File: config.mk
export PLATFORM = sky130hd
export DESIGN_NAME = pipeline_skid_stage
export DESIGN_NICKNAME = d
export VERILOG_FILES = /design/src/rtl/pipeline_pkg.sv /design/src/rtl/pipeline_stage_cell.sv /design/src/rtl/pipeline_skid_stage.sv
export SDC_FILE = /design/constraint.sdc
export NUM_CORES = 1
export LEC_CHECK = 0
export CAP_MARGIN = 20
export CORE_ASPECT_RATIO = 1.2
export CORE_UTILIZATION = 55
export CTS_BUF_LIST = sky130_fd_sc_hd__clkbuf_4 sky130_fd_sc_hd__clkbuf_8 sky130_fd_sc_hd__clkbuf_16
export CTS_CLUSTER_SIZE = 8
export DETAILED_ROUTE_END_ITERATION = 8
export PLACE_DENSITY = 0.78
export SYNTH_ARGS = -nofsm -noshare
export SYNTH_HDL_FRONTEND = slang
export SYNTH_HIERARCHICAL = 1
export SYNTH_SLANG_ARGS = --single-unit
File: constraint.sdc
create_clock -name clk -period 3.1 [get_ports clk]
set_input_delay 0.62 -clock clk [delete_from_list [all_inputs] [get_ports clk]]
set_output_delay 0.62 -clock clk [all_outputs]
set_load 0.005 [all_outputs]
File: src/rtl/pipeline_pkg.sv
// pipeline_pkg: parameter limits and occupancy-width helper shared by the skid pipeline
package pipeline_pkg;
    localparam int N_MIN = 1;
    localparam int N_MAX = 128;
    localparam int DEPTH_MIN = 1;
    localparam int DEPTH_MAX = 8;
    function automatic int occ_w(input int depth);
        return $clog2(depth + 2);
    endfunction
endpackage

File: src/rtl/pipeline_stage_cell.sv
// pipeline_stage_cell: one {valid, data} register with load, hold and clear controls
module pipeline_stage_cell #(
    parameter int N = 32
) (
    input  logic         clk,
    input  logic         reset,
    input  logic         load_i,
    input  logic         clear_i,
    input  logic         valid_i,
    input  logic [N-1:0] data_i,
    output logic         valid_o,
    output logic [N-1:0] data_o
);
    logic         valid_q;
    logic [N-1:0] data_q;
    // clear drops only the valid bit so the data lines do not toggle
    always_ff @(negedge clk) begin
        if (!reset) begin
            valid_q <= 1'b0;
            data_q  <= '0;
        end else if (clear_i) begin
            valid_q <= 1'b0;
        end else if (load_i) begin
            valid_q <= valid_i;
            if (valid_i) data_q <= data_i;
        end
    end
    assign valid_o = valid_q;
    assign data_o  = data_q;
endmodule

File: src/rtl/pipeline_skid_stage.sv
// pipeline_skid_stage: DEPTH-stage valid/ready pipeline with a skid entry and registered in_ready
module pipeline_skid_stage
    import pipeline_pkg::*;
#(
    parameter int N     = 32,
    parameter int DEPTH = 2
) (
    input  logic                      clk,
    input  logic                      reset,
    input  logic                      flush,
    input  logic                      in_valid,
    input  logic [N-1:0]              in_data,
    output logic                      in_ready,
    output logic                      out_valid,
    output logic [N-1:0]              out_data,
    input  logic                      out_ready,
    output logic [occ_w(DEPTH)-1:0]   occupancy
);
    localparam int OW = occ_w(DEPTH);
    logic [DEPTH-1:0] sv;
    logic [N-1:0]     sd [DEPTH];
    logic [DEPTH-1:0] adv;
    logic             skid_valid, skid_next, in_fire, out_fire;
    logic [N-1:0]     skid_data;
    logic             in_ready_q, in_ready_d;
    logic [OW-1:0]    occ_q, occ_d;

    assign out_valid = sv[DEPTH-1] & ~flush;
    assign out_data  = sd[DEPTH-1];
    assign out_fire  = out_valid & out_ready;
    assign in_fire   = in_valid & in_ready_q & ~flush;

    // a stage advances when any stage at or after it is empty, or the consumer takes the head
    for (genvar g = 0; g < DEPTH; g++) begin : g_stage
        assign adv[g] = out_ready | ~&sv[DEPTH-1:g];
        if (g == 0) begin : g_head
            pipeline_stage_cell #(.N(N)) u_cell (
                .clk, .reset,
                .load_i (adv[0]),
                .clear_i(flush),
                .valid_i(skid_valid | in_fire),
                .data_i (skid_valid ? skid_data : in_data),
                .valid_o(sv[0]),
                .data_o (sd[0])
            );
        end else begin : g_body
            pipeline_stage_cell #(.N(N)) u_cell (
                .clk, .reset,
                .load_i (adv[g]),
                .clear_i(flush),
                .valid_i(sv[g-1]),
                .data_i (sd[g-1]),
                .valid_o(sv[g]),
                .data_o (sd[g])
            );
        end
    end

    // skid drains into stage 0 when it advances, otherwise catches a transfer stage 0 cannot take
    pipeline_stage_cell #(.N(N)) u_skid (
        .clk, .reset,
        .load_i (adv[0] ? skid_valid : in_fire),
        .clear_i(flush),
        .valid_i(~skid_valid),
        .data_i (in_data),
        .valid_o(skid_valid),
        .data_o (skid_data)
    );

    always_comb begin
        skid_next  = ~flush & ~adv[0] & (skid_valid | in_fire);
        in_ready_d = ~flush & ~skid_next;
        occ_d      = flush ? '0 : occ_q + OW'(in_fire) - OW'(out_fire);
    end

    always_ff @(negedge clk) begin
        if (!reset) begin
            in_ready_q <= 1'b0;
            occ_q      <= '0;
        end else begin
            in_ready_q <= in_ready_d;
            occ_q      <= occ_d;
        end
    end

    assign in_ready  = in_ready_q;
    assign occupancy = occ_q;
endmodule

==> impl_metrics.toml <==
[floorplan]
num_rows = 37
initial_core_util_pct = 56.5
core_sq_mm = 0.00852
die_h_um = 104
ios = 73
dieArea_sq_mm = 0.00913
die_x_um = 87.4

[setup_path]
required_ns = 1.87
crit_fanout = 8
path_class = "primary input to register"
worstSetupEndpointType = "register"
start_kind = "primary input"
r2r_start = "u_skid/valid_o"
startpoint = "out_ready"
arrival_ns = 1.99

[clock_tree]
clock_latency_ns = 0.44
clock_sinks = 102
root_buffer = "clkbuf_8"
clk_pin_slew_worst_paths_ns = 0.05
h-tree-depth = 3
cts_buffers = 9
tritoncts = "done"
cts_hold_buffers = 0
clk_path_buf_depth = 2

[logic_synthesis]
synth_area_leaders = "dfxtp_1 42%, mux2i_1 21%, nand2_1 15%, mux2_4 8.7%, buf_12 5.0%"
ys_top_cells_by_count = "193 x nand2_1, 102 x dfxtp_1, 100 x mux2i_1"
synth_most_common_cell = "nand2_1"
synth_top_area_share_pct = 42.4
synth_seq_area_share_pct = 42.4
synth_area_sq_mm = 0.00481
ys_types = 21
synth_nets = 530
synth_area_per_cell_sq_um = 9.80
syn_inst = 491
yosysTopAreaCell = "dfxtp_1"
yosys_warnings = 6
ys.flop_type = "dfxtp_1"
synthArstFlopShare_pct = 0
yosys_register_bits = 102
synth_edf_count = 0

[grt]
overflow = 0
grt_pass1_vias = 4200
grt_max_degree = 46
antenna_found_initial = 0
grt_util_all_layers_pct = 26.1
grt_pass1_wl_um = 18100

[cells_and_area]
area_growth_pct = 32.8
fin_nets = 721
fin_util_pct = 75.0
diodes = 0
final_cells = 804
drive_above_1_share_pct = 26.5

[outcome]
status = "finished with violations"
violations = "negative setup slack"

[hold_path]
worstHoldPathType = "register to register"
min_from = "g_stage[0].g_head.u_cell/data_o[5]"

[pwr]
ir_drop_mv = 0.300
p_leak_nw = 2.90
power_density_mw_per_mm2 = 469

[sta]
worstMarginPinSlew_ns = 0.587
finalWorstSetupSlack_ns = -0.123
setup_viol = 27
finClkSkew_ns = 0.0319
fin_hold_ws_ns = 0.449
hold_viol = 0
max_slew_margin_pct = 60.9
slew_violations = 0
rsz0062_at_grt = "yes"

[drt]
first_pass_iters = 4
detail_route.iter0.violations = 160
drtAntennaViolNets = 0
vias_per_cell = 4.92
avgRoutedWirePerCell_um = 14.3
routed_wirelength_um = 11500
vias = 3959
drc_errors = 0

[place]
dp_hpwl_um = 6150
io_buffers = 72
place_ws_ns = -0.790
place_congestion = 0.712
dp_cells = 664

[flow_run]
maxCapViolations = 0
worst max-delay path, cell delays in order:
cell	delay, ns
buf_6	0.09
and3b_2	0.26
mux2i_2	0.24
and3b_2	0.29
buf_6	0.14
buf_12	0.14
mux2i_1	0.21
sequential cells by signal, summed over array words and instances, names as in the netlist:
register and cells:
g_stage.g_body.u_cell/data_o 32, g_stage.g_body.u_cell/valid_o 1, g_stage.g_head.u_cell/data_o 32, g_stage.g_head.u_cell/valid_o 1
in_ready 1, occupancy 2, u_skid/data_o 32, u_skid/valid_o 1
final timing paths:
path | slack [ns] | to | depth (start not counted)
setup / recovery | -0.12 | u_skid/data_o[11] | 7
hold / removal | 0.45 | g_stage[1].g_body.u_cell/data_o[5] | 2
setup reg to reg | 1.10 | u_skid/data_o[11] | 6
hold reg to reg | 0.45 | g_stage[1].g_body.u_cell/data_o[5] | 2
area by class of cell:
type                            count  area, sq um
Sequential cell                   102         2090
Fill cell                         595         2130
Inverter                            4         15.0
Timing Repair Buffer              119         1150
Clock buffer                        9          124
Multi-Input combinational cell    344         2390
Tap cell                          117          146
Clock inverter                    109          477
cell families after synthesis:
| kind of cell | count (synthesis) | synth area share [%] |
|---|---|---|
| flip-flops | 102 | 42.4 |
| AO/OA/AOI/OAI | 2 | 0.338 |
| multiplexers | 132 | 30.5 |
| adder cells (fa/ha/maj) | 2 | 0.520 |
| XOR/XNOR | 1 | 0.468 |
| AND/OR/NAND/NOR | 207 | 17.1 |
| buffers and inverters | 45 | 8.66 |
through the flow:
step                      cell area (sq um)  TNS [ns]  power [mW]
after floorplan                        4810     -8.81        1.66
after global placement                 5580    -60.72        1.74
after detailed placement               5580    -65.58        1.74
after CTS                              6480    -0.455        3.01
after global routing                   6390     -2.07        3.21
final                                  6390     -1.79        2.99
timing repair:
| action | CTS | global route |
|---|---|---|
| resized for setup | 200 | 17 |
| gates cloned | 6 | 1 |
| endpoints found under the setup margin | 132 | 58 |
| buffers inserted | 23 | 2 |
| pin swaps | 3 | 2 |
layer usage:
| layer | track usage [%] | share of wire [%] |
|---|---|---|
| met5 | 0 | 0 |
| met4 | 18.7 | 2.1 |
| met3 | 9.29 | 4.1 |
| met2 | 44.3 | 53 |
| met1 | 25.6 | 41 |
cells in the final DEF, fill, tap and decap left out, drive strengths merged, types with 2 or more instances in the layout:
cell type / instances
nor2: 2
ha: 2
clkdlybuf4s50: 32
buf: 85
nand2: 193
clkbuf: 11
and3b: 4
inv: 110
nand2b: 2
dfxtp: 102
mux2i: 100
nor3b: 3
mux2: 32
where the power goes:
part	total (mW)	internal, mW	leakage, nW	switching [mW]
Clock	1.47	0.570	0.652	0.899
Sequential	1.33	1.32	0.841	0.00401
Combinational	0.198	0.111	1.41	0.0877
Total	2.99	2.00	2.90	0.991
No activity file was read; power rests on OpenSTA's default activity.
